`src/rtl/fetch_queue.sv`:
```
// Instruction fetch stage: issues one fetch at a time to instruction memory
// and buffers returned words for decode; flush discards queued and in-flight words.
module fetch_queue #(
    parameter int          DBITS    = 32,
    parameter int unsigned START_PC = 64,
    parameter int          DEPTH    = 2
) (
    input  logic             clk,
    input  logic             reset,
    input  logic [DBITS-1:0] pc,
    input  logic             flush,
    output logic             pcAdvance,
    output logic             imemReq,
    output logic [DBITS-1:0] imemAddr,
    input  logic             imemReqReady,
    input  logic             imemRespValid,
    input  logic [DBITS-1:0] imemRespData,
    output logic             instValid,
    output logic [DBITS-1:0] inst,
    output logic [DBITS-1:0] instPc,
    input  logic             instReady
);

    localparam int PW = $clog2(DEPTH);
    localparam int CW = PW + 1;

    typedef enum logic [1:0] {
        IDLE = 2'd0,
        WAIT = 2'd1,
        DROP = 2'd2
    } state_e;

    state_e           state_q;
    logic [CW-1:0]    count_q;
    logic [CW-1:0]    count_d;
    logic [PW-1:0]    rd_ptr_q;
    logic [PW-1:0]    wr_ptr_q;
    logic [DBITS-1:0] req_pc_q;
    logic [DBITS-1:0] inst_q [DEPTH];
    logic [DBITS-1:0] pc_q   [DEPTH];

    logic accept;
    logic push;
    logic pop;

    assign imemReq   = !reset && (state_q == IDLE) && !flush
                       && (count_q < CW'(DEPTH));
    assign accept    = imemReq && imemReqReady;
    assign pcAdvance = accept;
    assign imemAddr  = pc;

    // Only a live outstanding fetch may write; stale or stray words are dropped.
    assign push      = (state_q == WAIT) && imemRespValid && !flush;
    assign instValid = (count_q != '0);
    assign pop       = instValid && instReady && !flush;
    assign inst      = inst_q[rd_ptr_q];
    assign instPc    = pc_q[rd_ptr_q];

    always_comb begin
        count_d = count_q;
        if (push && !pop) begin
            count_d = count_q + 1'b1;
        end else if (pop && !push) begin
            count_d = count_q - 1'b1;
        end
    end

    always_ff @(posedge clk) begin
        if (reset) begin
            state_q  <= IDLE;
            count_q  <= '0;
            rd_ptr_q <= '0;
            wr_ptr_q <= '0;
            req_pc_q <= '0;
            for (int i = 0; i < DEPTH; i++) begin
                inst_q[i] <= '0;
                pc_q[i]   <= DBITS'(START_PC);
            end
        end else begin
            unique case (state_q)
                IDLE: begin
                    if (accept) begin
                        state_q  <= WAIT;
                        req_pc_q <= pc;
                    end
                end
                WAIT: begin
                    if (imemRespValid) begin
                        state_q <= IDLE;
                    end else if (flush) begin
                        state_q <= DROP;
                    end
                end
                DROP: begin
                    if (imemRespValid) begin
                        state_q <= IDLE;
                    end
                end
                default: state_q <= IDLE;
            endcase

            if (flush) begin
                count_q  <= '0;
                rd_ptr_q <= '0;
                wr_ptr_q <= '0;
            end else begin
                count_q <= count_d;
                if (push) begin
                    inst_q[wr_ptr_q] <= imemRespData;
                    pc_q[wr_ptr_q]   <= req_pc_q;
                    wr_ptr_q         <= wr_ptr_q + 1'b1;
                end
                if (pop) begin
                    rd_ptr_q <= rd_ptr_q + 1'b1;
                end
            end
        end
    end

endmodule

```
`config.mk`:
```
export PLATFORM = sky130hd
export DESIGN_NAME = fetch_queue
export DESIGN_NICKNAME = d
export VERILOG_FILES = /design/src/rtl/fetch_queue.sv
export SDC_FILE = /design/constraint.sdc
export NUM_CORES = 1
export LEC_CHECK = 0
export BUFFER_PORTS_ARGS = -buffer_cell sky130_fd_sc_hd__buf_2
export CORE_MARGIN = 10
export CORE_UTILIZATION = 58
export DETAILED_ROUTE_END_ITERATION = 6
export GPL_TIMING_DRIVEN = 0
export PLACE_DENSITY = 0.83
export RECOVER_POWER = 50
export SYNTH_ARGS = -nofsm -noshare
export SYNTH_HDL_FRONTEND = slang
export SYNTH_SLANG_ARGS = --single-unit
```
`constraint.sdc`:
```
create_clock -name clk -period 7.3 [get_ports clk]
set_input_delay 0.73 -clock clk [delete_from_list [all_inputs] [get_ports clk]]
set_output_delay 0.73 -clock clk [all_outputs]
set_load 0.02 [all_outputs]
```
After elaboration in Yosys (flattened, before gate mapping) --
Memories as Yosys holds them, arrays and structs flattened. A register that Yosys moved wholly into a read port is not among the register bits. Cells that the tools add are included.
Operators by class: reductions and logical operators 22, multiplexer cells 23, equal/unequal tests 5, add/sub/neg operators 4, magnitude comparators 1
Operator list (count):
- 32-bit two-way mux | 2
- 32-bit OR reduction | 2
- 1-bit two-way mux | 14
- 2-bit two-way mux | 6
- 1-bit logical AND | 10
- 2-bit case mux with 3 select lines | 1
- 1-bit zero test | 4
- 2-bit != test, second input constant | 2
- 2-bit nonzero test | 2
- 3-bit != test, second input constant | 1
- 3-bit AND reduction | 1
- 1-bit adder, second input constant | 2
- 2-bit by 1-bit adder with 2-bit output, second input constant | 1
- 2-bit by 1-bit equality test with 1-bit output, second input constant | 1
- 2-bit equality test, second input constant | 1
- 2-bit zero test | 1
- 2-bit < comparator, second input constant | 1
- 2-bit AND reduction | 1
- 2-bit OR reduction | 1
- 2-bit by 1-bit subtractor with 2-bit output, second input constant | 1
Storage, ports and cells: memories kept 2, word-level logic and storage cells 62, memory bits (writable) 128, bits of input ports 70, register bits 38, output and inout port bits 99
Memory list:
- inst_q | words 2, width 32, read ports 1, clocked after Yosys merged registers in 1, write ports 2, RTL line 39 | logic [DBITS-1:0] inst_q [DEPTH];
- pc_q | words 2, width 32, read ports 1, clocked after Yosys merged registers in 1, write ports 2, RTL line 40 | logic [DBITS-1:0] pc_q [DEPTH];

Logic depth before layout (Yosys ltp) --
depth in word-level cells 9, depth in mapped cells 6, depth with buffers taken out 6

Worst setup path before layout --
Ideal clock, no wire load.
path kind in2reg, from in reset, to mem inst_q[0][0], enable pin, path slack 4.326 ns, required time 6.879 ns, setup time 0.421 ns, buffers on the path 2, stages on the path 3, arrival time 2.554 ns, cell sequence clkbuf_1 > clkbuf_1 > a21o_1
RTL lines:
- start: declaration | RTL line 9 | input logic reset,
- end: declaration | RTL line 39

==> flow_metrics.tcl <==
set metrics [dict create \
    outcome "complete, but fails checks" \
    violations "max-capacitance violations, max-slew violations" \
    overflow 0 \
    initial_utilization_pct 58.8 \
    synth_top_family_by_area "simple AND/OR/NAND/NOR gates" \
    timing.rr.start "state_q[0]" \
    slew_violations 11 \
    synth-seq-area-share_pct 62.5 \
    final_hold_viol_count 0 \
    p_total_w 0.00207 \
    crit_required_ns 7.59 \
    clk_pin_slew_ns 0.06 \
    min-delay-path-class "register to register" \
    drt_iter0_markers 290 \
    post_drt_wl_per_cell_um 17.1 \
    postRouteAntennaNets 0 \
    grt_max_degree 65 \
    rsz0062_at_grt "no" \
    min_period_over_period_pct 42.8 \
    cp-end-kind "register" \
    yosys_warnings 0 \
    tightest_slew_ns 1.99 \
    critPathLaunch "flush" \
    antenna_found_initial 0 \
    syn_area_per_cell_um2 13.3 \
    clock_sinks 167 \
    cap_violations 1 \
    cts_resized 0 \
    drive_above_1_share_pct 41.9 \
    synthXorXnorAreaFrac_pct 0.355 \
    grt_pass1_wl_um 25100 \
    synth_ff_type "edfxtp_1" \
    tritoncts "yes" \
    worst_clock_skew_ns 0.00919 \
    core_area_mm2 0.0126 \
    cts_hold_buf 0 \
    peakVddDrop_v 0.000151 \
    via_per_inst 5.05 \
    worstSetupStartpointType "input port" \
    htree_num_levels 4 \
    rrSetupSlack_ns 4.44 \
    arrival_ns 3.41 \
    synthSimpleGateAreaFrac_pct 18.1 \
    drc_errors 0 \
    track_usage_pct 17.9 \
    critPathMaxFanout 10 \
    postCtsSetupBuffers 0 \
    synth_edf_count 128 \
    dp_hpwl_um 11200 \
    die-area_mm2 0.0177 \
    syn_area_mm2 0.00739 \
    layout_commonest_cell "buf_2" \
    fin_hold_ws_ns 0.480 \
    num_vias 4694 \
    synthArstFlopShare_pct 0 \
    die_w_um 133 \
    crit_type "input port to register" \
    drt_wl_total_um 15900 \
    setup_viol 0 \
    synth_area_leader_cell "edfxtp_1" \
    antenna_cells 0 \
    die_h_um 133 \
    synth_cell_types 30 \
    clock_path_buffers 2 \
    synth_top_area_share_pct 52.0 \
    rows 41 \
    numCtsBuffers 17 \
    ys_ff_latch 167 \
    critPathCapture "pc_q[0][2]" \
    grt_pass1_vias 5064 \
    min-delay-start "req_pc_q[3]" \
    synth_area_leaders "edfxtp_1, dfxtp_1, mux2_2" \
    syn-instance-count 557 \
    synth_compound_area_share_pct 3.21 \
    place_congestion 0.782 \
    io_pins 169 \
    drtPass1Iterations 5 \
    clkLatencyLatePin_ns 0.41 \
    synthAdderAreaFrac_pct 0.169 \
    powerDensity_mw_per_mm2 232 \
    port_buffers 168 \
    nNetsFinal 815 \
    fmax_mhz 320 \
    cts_root_buf "clkbuf_16" \
    fin_crit_ns 3.12 \
    fillers 918 \
    syn_nets 628 \
    final_cell_mix "buf_2, edfxtp_1, clkbuf_1" \
    slew_headroom_pct -33.8 \
    fin_tns_setup_ns 0 \
    muxShareOfSynthArea_pct 9.90 \
    rr_endpoint "pc_q[0][2]" \
    reg2regPathDepth 4 \
    p_leak_nw 3.57 \
    syn_to_final_growth_pct 20.6 \
]
## per-layer routing
layer  up-vias  part of all wire, %  track usage, %
li1       2279                    -               -
met1      2242                   42            20.9
met2       159                   50            30.6
met3        14                  6.4            6.25
met4         0                  1.1            4.52
met5         -                    0               0
## cells in the mapped netlist (all sizes together) (2+ instances only)
| cell | count |
|---|---|
| nand2 | 2 |
| a21oi | 6 |
| nor4 | 2 |
| nor4b | 2 |
| edfxtp | 128 |
| nand2b | 29 |
| o21ai | 32 |
| xor2 | 3 |
| a21bo | 4 |
| mux2 | 65 |
| or3 | 2 |
| nor3 | 2 |
| or2 | 4 |
| and2 | 127 |
| clkbuf | 19 |
| nor2 | 5 |
| buf | 49 |
| dfxtp | 39 |
| nand3 | 32 |
## stage by stage
step           util, %  instances  setup slack [ns]  instance area [µm²]
5_1_grt           71.0        929              3.91                 8920
4_1_cts           71.8        929              4.38                 9030
2_1_floorplan        -        557              4.33                 7390
3_5_place_dp      67.3        897              4.38                 8460
3_3_place_gp      67.2        897              3.21                 8450
6_report          71.0        929              4.18                 8920
## final cells by class
cell class | count | area (µm²) | share of cell area (%)
sequential | 167 | 4620 | 51.8
multi-input combinational | 321 | 2330 | 26.1
timing repair buffer | 168 | 797 | 8.93
clock buffer | 25 | 498 | 5.58
buffer | 68 | 388 | 4.35
tap | 172 | 215 | 2.41
clock inverter | 7 | 68.8 | 0.771
inverter | 1 | 3.75 | 0.0421
## state kept, by name, indices dropped and copies added (netlist names), named ones only
register	count
state_q	2
rd_ptr_q	1
pc_q	64
req_pc_q	32
wr_ptr_q	1
inst_q	64
count_q	2
## kinds of logic (layout without fill, tap and decap cells)
group           Yosys count  after routing
mux                      65             65
buf+inv                  69            269
xor+xnor                  3              3
flops                   167            167
compound gates           43             43
fa+ha+maj                 1              1
simple gates            209            209
## worst min-delay path by stage
stage	slack, ns	cells after the start	end
global route	0.50	2	req_pc_q[5]
detailed placement	0.47	2	req_pc_q[14]
CTS	0.48	2	req_pc_q[19]
finish	0.48	2	req_pc_q[3]
global placement	0.46	2	req_pc_q[20]
floorplan	0.45	2	req_pc_q[0]
## worst max-delay path: stages
cell      delay [ns]
clkbuf_1        0.12
or2_0           0.23
clkbuf_1        0.18
nor4_1          1.51
clkbuf_1        0.40
and2_2          0.22
## power by group
part / internal [W] / switching (W) / total [W]
combinational: 0.0000589 / 0.0000925 / 0.000151
sequential: 0.00106 / 0.0000120 / 0.00107
clock: 0.000510 / 0.000341 / 0.000852
Power figures use the tool's default switching activity.
